**src/rtl/me_dcache_seq_if.sv**
```systemverilog
// Single-word data-memory port between the ME access sequencer and data memory.
// One request in flight; rvalid acknowledges both read data and write completion.
interface me_dcache_seq_if;
  logic        mem_req;
  logic        mem_we;
  logic [31:0] mem_addr;
  logic [31:0] mem_wdata;
  logic        mem_gnt;
  logic        mem_rvalid;
  logic [31:0] mem_rdata;

  modport master (output mem_req, mem_we, mem_addr, mem_wdata,
                  input  mem_gnt, mem_rvalid, mem_rdata);
  modport slave  (input  mem_req, mem_we, mem_addr, mem_wdata,
                  output mem_gnt, mem_rvalid, mem_rdata);
endinterface

```
**src/rtl/me_dcache_seq.sv**
```systemverilog
// ME-stage access sequencer: scalar word loads/stores and MAT_DIM x MAT_DIM matrix
// loads/stores, the latter issued as one single-word transaction per element.
module me_dcache_seq #(
  parameter int MAT_DIM    = 4,
  parameter int ELEM_BYTES = 4
) (
  input  logic                                  clk,
  input  logic                                  rst,
  input  logic                                  req_valid,
  input  logic [1:0]                            req_op,
  input  logic [31:0]                           req_addr,
  input  logic [31:0]                           req_stride,
  input  logic [31:0]                           req_wdata,
  input  logic [MAT_DIM*MAT_DIM-1:0][31:0]      req_wmat,
  output logic [5:0]                            state,
  me_dcache_seq_if.master                       mem,
  output logic                                  done,
  input  logic                                  wb_ready,
  output logic [31:0]                           res_R,
  output logic [MAT_DIM*MAT_DIM-1:0][31:0]      res_M,
  output logic                                  err
);
  localparam int NELEM = MAT_DIM * MAT_DIM;
  localparam int KW    = $clog2(NELEM);
  localparam int JW    = $clog2(MAT_DIM);

  typedef enum logic [5:0] {
    FREE   = 6'b000001,
    S_REQ  = 6'b000010,
    S_WAIT = 6'b000100,
    M_REQ  = 6'b001000,
    M_WAIT = 6'b010000,
    DONE   = 6'b100000
  } state_t;

  state_t                  st_q, st_d;
  logic                    we_q;
  logic [31:0]             addr_q, stride_q, wdata_q;
  logic [NELEM-1:0][31:0]  wmat_q;
  logic [KW-1:0]           k_q;
  logic                    err_q;
  logic                    accept, misal, k_last;
  logic [31:0]             m_addr;

  assign accept = (st_q == FREE) && req_valid;
  assign misal  = (req_addr[1:0] != 2'b00);
  assign k_last = (k_q == KW'(NELEM - 1));

  // Row index is the upper counter bits, column index the lower; sum wraps mod 2^32.
  assign m_addr = addr_q + 32'(k_q[KW-1:JW]) * stride_q
                + 32'(k_q[JW-1:0]) * 32'(ELEM_BYTES);

  always_ff @(posedge clk or negedge rst) begin
    if (!rst) st_q <= FREE;
    else      st_q <= st_d;
  end

  always_comb begin
    st_d          = st_q;
    mem.mem_req   = 1'b0;
    mem.mem_we    = 1'b0;
    mem.mem_addr  = '0;
    mem.mem_wdata = '0;
    case (st_q)
      FREE:   if (req_valid) st_d = misal ? DONE : (req_op[1] ? M_REQ : S_REQ);
      S_REQ: begin
        mem.mem_req   = 1'b1;
        mem.mem_we    = we_q;
        mem.mem_addr  = addr_q;
        mem.mem_wdata = wdata_q;
        if (mem.mem_gnt) st_d = S_WAIT;
      end
      S_WAIT: if (mem.mem_rvalid) st_d = DONE;
      M_REQ: begin
        mem.mem_req   = 1'b1;
        mem.mem_we    = we_q;
        mem.mem_addr  = m_addr;
        mem.mem_wdata = wmat_q[k_q];
        if (mem.mem_gnt) st_d = M_WAIT;
      end
      M_WAIT: if (mem.mem_rvalid) st_d = k_last ? DONE : M_REQ;
      DONE:   if (wb_ready) st_d = FREE;
      default: st_d = FREE;
    endcase
  end

  assign state = st_q;
  assign done  = (st_q == DONE);
  assign err   = err_q;

  always_ff @(posedge clk or negedge rst) begin
    if (!rst) begin
      we_q     <= 1'b0;
      addr_q   <= '0;
      stride_q <= '0;
      wdata_q  <= '0;
      wmat_q   <= '0;
      k_q      <= '0;
      err_q    <= 1'b0;
      res_R    <= '0;
      res_M    <= '0;
    end else begin
      if (accept) begin
        we_q     <= req_op[0];
        addr_q   <= req_addr;
        stride_q <= req_stride;
        wdata_q  <= req_wdata;
        wmat_q   <= req_wmat;
        k_q      <= '0;
        err_q    <= misal;
      end
      if (st_q == S_WAIT && mem.mem_rvalid && !we_q) res_R <= mem.mem_rdata;
      if (st_q == M_WAIT && mem.mem_rvalid) begin
        if (!we_q)   res_M[k_q] <= mem.mem_rdata;
        if (!k_last) k_q <= k_q + KW'(1);
      end
      if (st_q == DONE && wb_ready) err_q <= 1'b0;
    end
  end
endmodule

```
**src/flat_wrapper.sv**
```systemverilog
// flat-port wrapper written by rule: the top's interface ports become plain ports
module me_dcache_seq_flat 
#(
  parameter int MAT_DIM    = 4,
  parameter int ELEM_BYTES = 4
)
  (clk, rst, req_valid, req_op, req_addr, req_stride, req_wdata, req_wmat, state, done, wb_ready, res_R, res_M, err, mem_mem_req, mem_mem_we, mem_mem_addr, mem_mem_wdata, mem_mem_gnt, mem_mem_rvalid, mem_mem_rdata);
  me_dcache_seq_if mem_i ();
  input  logic clk;
  input  logic rst;
  input  logic req_valid;
  input  logic [1:0] req_op;
  input  logic [31:0] req_addr;
  input  logic [31:0] req_stride;
  input  logic [31:0] req_wdata;
  input  logic [MAT_DIM*MAT_DIM-1:0][31:0] req_wmat;
  output logic [5:0] state;
  output logic done;
  input  logic wb_ready;
  output logic [31:0] res_R;
  output logic [MAT_DIM*MAT_DIM-1:0][31:0] res_M;
  output logic err;
  output wire logic [$bits(mem_i.mem_req)-1:0] mem_mem_req;
  output wire logic [$bits(mem_i.mem_we)-1:0] mem_mem_we;
  output wire logic [$bits(mem_i.mem_addr)-1:0] mem_mem_addr;
  output wire logic [$bits(mem_i.mem_wdata)-1:0] mem_mem_wdata;
  input wire logic [$bits(mem_i.mem_gnt)-1:0] mem_mem_gnt;
  input wire logic [$bits(mem_i.mem_rvalid)-1:0] mem_mem_rvalid;
  input wire logic [$bits(mem_i.mem_rdata)-1:0] mem_mem_rdata;
  assign mem_mem_req = mem_i.mem_req;
  assign mem_mem_we = mem_i.mem_we;
  assign mem_mem_addr = mem_i.mem_addr;
  assign mem_mem_wdata = mem_i.mem_wdata;
  assign mem_i.mem_gnt = mem_mem_gnt;
  assign mem_i.mem_rvalid = mem_mem_rvalid;
  assign mem_i.mem_rdata = mem_mem_rdata;
  me_dcache_seq #(.MAT_DIM(MAT_DIM), .ELEM_BYTES(ELEM_BYTES)) u_core (.clk(clk), .rst(rst), .req_valid(req_valid), .req_op(req_op), .req_addr(req_addr), .req_stride(req_stride), .req_wdata(req_wdata), .req_wmat(req_wmat), .state(state), .mem(mem_i), .done(done), .wb_ready(wb_ready), .res_R(res_R), .res_M(res_M), .err(err));
endmodule
```
**config.mk**
```make
export PLATFORM = sky130hd
export DESIGN_NAME = me_dcache_seq_flat
export DESIGN_NICKNAME = d
export VERILOG_FILES = /design/src/rtl/me_dcache_seq_if.sv /design/src/rtl/me_dcache_seq.sv /design/src/flat_wrapper.sv
export SDC_FILE = /design/constraint.sdc
export NUM_CORES = 2
export LEC_CHECK = 0
export ABC_AREA = 0
export CORE_AREA = 5 5 497 499
export CTS_CLUSTER_SIZE = 30
export DETAILED_ROUTE_END_ITERATION = 10
export DIE_AREA = 0 0 502 504
export MAX_ROUTING_LAYER = met4
export PLACE_DENSITY = 0.42
export SYNTH_ARGS = -nofsm -noshare
export SYNTH_HDL_FRONTEND = slang
export SYNTH_SLANG_ARGS = --single-unit
```
**constraint.sdc**
```tcl
create_clock -name clk -period 5.2 [get_ports clk]
set_clock_uncertainty 0.15 [all_clocks]
set_input_delay 1.04 -clock clk [delete_from_list [all_inputs] [get_ports clk]]
set_output_delay 1.04 -clock clk [all_outputs]
set_load 0.03 [all_outputs]
```
---- After elaboration in Yosys (flattened, before gate mapping) ----
Index checks and enable logic that the tools add are counted.
cells by class
  multipliers ............................. 1
  reduce and logical (&&, ||, !) cells .... 12
  equality and inequality tests ........... 13
  $add $sub $neg .......................... 3
  bitwise gates (word level) .............. 1
  order comparisons ....................... 2
  div/mod/pow operators ................... 0
  shifts and indexed selects .............. 0
  muxes and demuxes ....................... 24
operator list
  cell                 count
  $bwmux 512           1
  $bmux 32 s4          1
  $demux 32 s4         1
  $pmux 32 s2          2
  $mux 32              2
  $mux 6               8
  $pmux 6 s6           1
  $add 32x32->32       1
  $add 32x4->32        1
  $mul 2x32->32        1
  $mux 4               4
  $ne 2x2->1 const B   5
  $eq 6x1->1 const B   1
  $eq 6x2->1 const B   1
  $eq 6x3->1 const B   1
  $eq 6x4->1 const B   1
  $eq 6x5->1 const B   1
  $eq 6x6->1 const B   1
  $logic_and 1x1->1    6
  $reduce_and 6->1     1
  $lt 4x5->1 const B   1
  $add 4x1->4 const B  1
  $eq 4x4->1 const B   1
  $ge 4x1->1 const B   1
  7 further kinds      11
storage, ports and cells
  bits in latches ......................... 0
  word-level logic and storage cells ...... 96
  RAM bits ................................ 0
  memories kept ........................... 0
  output and inout bits ................... 618
  memory bits (read-only) ................. 0
  register bits after elaboration ......... 1164

---- Logic depth before layout (Yosys ltp) ----
  word-level depth ........................ 5
  gate-level depth with buffers ........... 19

---- Worst setup path before layout ----
Ideal clock, no wire load.
  path type ............................... register to output
  start ................................... reg u_core.k_q[3]
  end ..................................... out mem_mem_addr[20]
  slack ................................... -1021 ps
  stages on the path, launching flop included .. 20
  required time ........................... 4010 ps
  data arrival time ....................... 5031 ps
  cell sequence ........................... dfrtp_1 > clkbuf_1 > clkbuf_1 > buf_1 > clkbuf_1 > and2_1 > fa_1 > inv_1 > fa_1 > inv_1 > ha_1 > inv_1 > fa_1 > nand2b_1 > a21oi_1 > nor3_1 > o31ai_1 > a31oi_1 > xor2_1 > o21ai_0
between the ends
  longest elaborated chain between the ends .. 4
ends and longest elaborated chain
  element                 line                  source
  from (decl)             me_dcache_seq.sv:40   logic [KW-1:0] k_q;
  from (signal assigned)  me_dcache_seq.sv:115  if (!k_last) k_q <= k_q + KW'(1);
  $mul 2x32->32           me_dcache_seq.sv:50   assign m_addr = addr_q + 32'(k_q[KW-1:JW]) * stride_q
  $add 32x32->32          me_dcache_seq.sv:50
  $add 32x4->32           me_dcache_seq.sv:51   + 32'(k_q[JW-1:0]) * 32'(ELEM_BYTES);
  $pmux 32 s2             me_dcache_seq.sv:64   case (st_q)
  to (decl)               flat_wrapper.sv:25    output wire logic [$bits(mem_i.mem_addr)-1:0] mem_mem_addr;
Every way passes these cells.

---- Final worst setup path ----
  start ................................... reg u_core.k_q[3]
  end ..................................... out mem_mem_addr[22]
The elaborated chain is that of the path after synthesis.

==> impl_metrics.env <==
export IMPL_clockBufferDepth=3
export IMPL_tritoncts="done"
export IMPL_maxCapViolCount=0
export IMPL_seq_area_frac_synth_pct=57.35
export IMPL_die_area_um2=253000
export IMPL_dpl_instance_area_um2=68090
export IMPL_slew_viol_final=0
export IMPL_rsz0062_at_grt="true"
export IMPL_grt_max_degree=152
export IMPL_ir_drop_uv=270.6
export IMPL_ys_top_cells_by_area="dfrtp_1 (57%), mux2_2 (24%), mux4_2 (7.1%)"
export IMPL_ant_nets=0
export IMPL_antenna_found_initial=132
export IMPL_fin_crit_ns=5.689
export IMPL_dr_pass1_iters=5
export IMPL_p_per_area_nw_per_um2=433.0
export IMPL_leakage_nw=31.36
export IMPL_synth_avg_cell_area_um2=15.61
export IMPL_clk_pin_slew_ns=0.06
export IMPL_arrival_ns=4.50
export IMPL_critPathCaptureType="primary output"
export IMPL_vias_per_cell=4.216
export IMPL_nets=5338
export IMPL_synthesis_area_um2=50790
export IMPL_synth_top_area_cell="dfrtp_1"
export IMPL_gp_congestion=0.8356
export IMPL_worstMarginPinSlew_ns=1.169
export IMPL_synth_compound_area_share_pct=2.266
export IMPL_grt_overflow=0
export IMPL_worst_hold_slack_ns=0.04765
export IMPL_final_area_um2=74120
export IMPL_clockRootBuffer="clkbuf_16"
export IMPL_synth_xor_area_share_pct=0.5173
export IMPL_synth_top_family_by_area="multiplexers"
export IMPL_port_buffers=1265
export IMPL_muxShareOfSynthArea_pct=32.72
export IMPL_hold_path_class="in -> async"
export IMPL_timing_rr_start="u_core.state[4]$_DFFE_PN0P_"
export IMPL_setup_viol=28
export IMPL_required_ns=4.01
export IMPL_synth_adder_area_share_pct=2.828
export IMPL_synth_top_area_share_pct=57.30
export IMPL_synth_cell_types=62
export IMPL_synth_seq_cells=1164
export IMPL_rows=181
export IMPL_synthFlopType="dfrtp_1"
export IMPL_cp_slowest_stage_delay_ns=0.50
export IMPL_syn_num_nets=3996
export IMPL_htreeDepth=4
export IMPL_synth_simple_area_share_pct=2.202
export IMPL_synth_warnings=0
export IMPL_wirelength_um=221000
export IMPL_critPathLaunchType="register"
export IMPL_grt_pass1_wl_um=306500
export IMPL_critPathBufInv=6
export IMPL_start_util_pct=20.98
export IMPL_die_x_um=502
export IMPL_violations="negative setup slack"
export IMPL_crit_family="adder cells"
export IMPL_ios=1266
export IMPL_post_drt_wl_per_cell_um=27.56
export IMPL_die_h_um=504
export IMPL_clock_latency_ns=0.79
export IMPL_critPathMostFrequentCell="buf_4"
export IMPL_ys_top_cells_by_count="dfrtp_1 (1163), mux2_2 (1102), mux4_2 (160), buf_2 (84), nand2_1 (80)"
export IMPL_crit_fanout=10
export IMPL_vias=33810
export IMPL_grtUsageTotal_pct=17.60
export IMPL_grt_pass1_vias=36640
export IMPL_core_area_um2=242100
export IMPL_synthCells=3253
export IMPL_max_freq_mhz=175.8
export IMPL_fin_ws_ns=-0.4894
export IMPL_hold_viol=0
export IMPL_yosysMostFrequentCell="dfrtp_1"
export IMPL_drt_iter0_markers=1618
export IMPL_critPathKind="reg -> out"
export IMPL_post_dp_hpwl_um=163900
export IMPL_layout_drive_gt1_share_pct=37.95
export IMPL_critPathLaunch="u_core.k_q[3]$_DFF_PN0_"
export IMPL_relSlewSlack_pct=21.82
export IMPL_drc=0
export IMPL_cts_sinks=1164
export IMPL_timing_final_crit_share_pct=109.4
export IMPL_slowest_stage="dfrtp_4"
export IMPL_synthArstFlopShare_pct=100.0
export IMPL_syn_to_final_growth_pct=45.93
export IMPL_cts_buffers=146
export IMPL_status="finished with violations"
export IMPL_synth_edf_count=0
export IMPL_path_cells="buf_6, and2_1, fa_1, ha_1, ha_1, buf_4, nor2_1, o211ai_1, a31oi_1, buf_4, o31ai_4, buf_4, buf_6, xnor2_2, o21ai_2, buf_12"
## layout make-up
cell class | instances | area [um^2]
Multi-Input combinational cell | 1834 | 21320
Inverter | 43 | 161.4
Antenna cell | 112 | 280.3
Sequential cell | 1164 | 29140
Fill cell | 24270 | 168000
Tap cell | 3202 | 4006
Timing Repair Buffer | 1406 | 14340
Clock buffer | 221 | 4297
Clock inverter | 38 | 564.3
## flip-flops by register name, summed over array words and instances, names as in the netlist
signal,count
u_core.res_R,32
u_core.res_M,512
u_core.we_q,1
u_core.wmat_q,512
u_core.wdata_q,32
u_core.stride_q,32
u_core.addr_q,32
u_core.state,6
u_core.err,1
u_core.k_q,4
## stage by stage
step | cells | setup slack [ns] | power [W] | TNS, ns | util [%]
global placement | 7633 | -0.07909 | 0.02182 | -0.1749 | 28.13
finish | 8020 | -0.4894 | 0.03209 | -10.09 | 30.62
CTS | 7904 | -0.7064 | 0.03265 | -15.02 | 30.36
detailed placement | 7633 | -0.05213 | 0.02197 | -0.09340 | 28.13
floorplan | 3253 | 0.02084 | 0.01851 | 0 | -
global route | 8012 | -0.7057 | 0.03386 | -15.71 | 30.61
## path summary, 6_finish.rpt
check,end,slack [ns],cells past startpoint
max,mem_mem_addr[22],-0.49,16
min in group clk,u_core.res_M[199]$_DFFE_PN0P_,0.33,1
min reg2reg,u_core.res_M[199]$_DFFE_PN0P_,0.33,1
min,u_core.res_R[28]$_DFFE_PN0P_,0.05,1
max in group asynchronous,u_core.res_M[466]$_DFFE_PN0P_,3.33,2
max reg2reg,u_core.wmat_q[50]$_DFFE_PN0P_,1.53,6
## metal layers
metal / vias up / share of wire (%) / track usage (%) / wire [um]
met2: 1128 / 49 / 29.02 / 108000
met4: 0 / 1.8 / 3.563 / 4069
met3: 228 / 9.4 / 7.005 / 20830
li1: 14760 / - / - / -
met1: 17700 / 40 / 20.28 / 88140
met5: - / 0 / - / 0
## cells by family (layout without fill, tap and decap cells)
family / after synthesis / in the layout
mux: 1316 / 1316
flops: 1164 / 1164
buf+inv: 255 / 1708
simple gates: 217 / 217
compound gates: 176 / 176
fa+ha+maj: 95 / 95
xor+xnor: 30 / 30
other cells: 0 / 112
## cell usage in the layout (no fill, tap or decap), drive strengths merged, types with 11 or more instances in the layout
cell type	count
nor2	32
fa	33
mux4	160
dfrtp	1163
nand2	81
a22o	34
and2	48
o22ai	11
buf	169
a21oi	40
ha	62
clkdlybuf4s50	1231
clkinv	25
clkbuf	222
xnor2	16
o21ai	45
mux2	1155
xor2	14
diode	112
inv	47
## what timing repair did
action,in CTS,in global routing
hold buffers,0,0
resized for setup,94,73
setup buffers,11,5
cloned,3,0
setup endpoints to repair,60,30
pin swaps,25,38
## where the power goes
part / total [W] / switching (W) / internal, W
combinational: 0.00852 / 0.00358 / 0.00494
clock: 0.0103 / 0.00427 / 0.00600
sequential: 0.0133 / 0.00163 / 0.0117
Power figures use the tool's default switching activity.
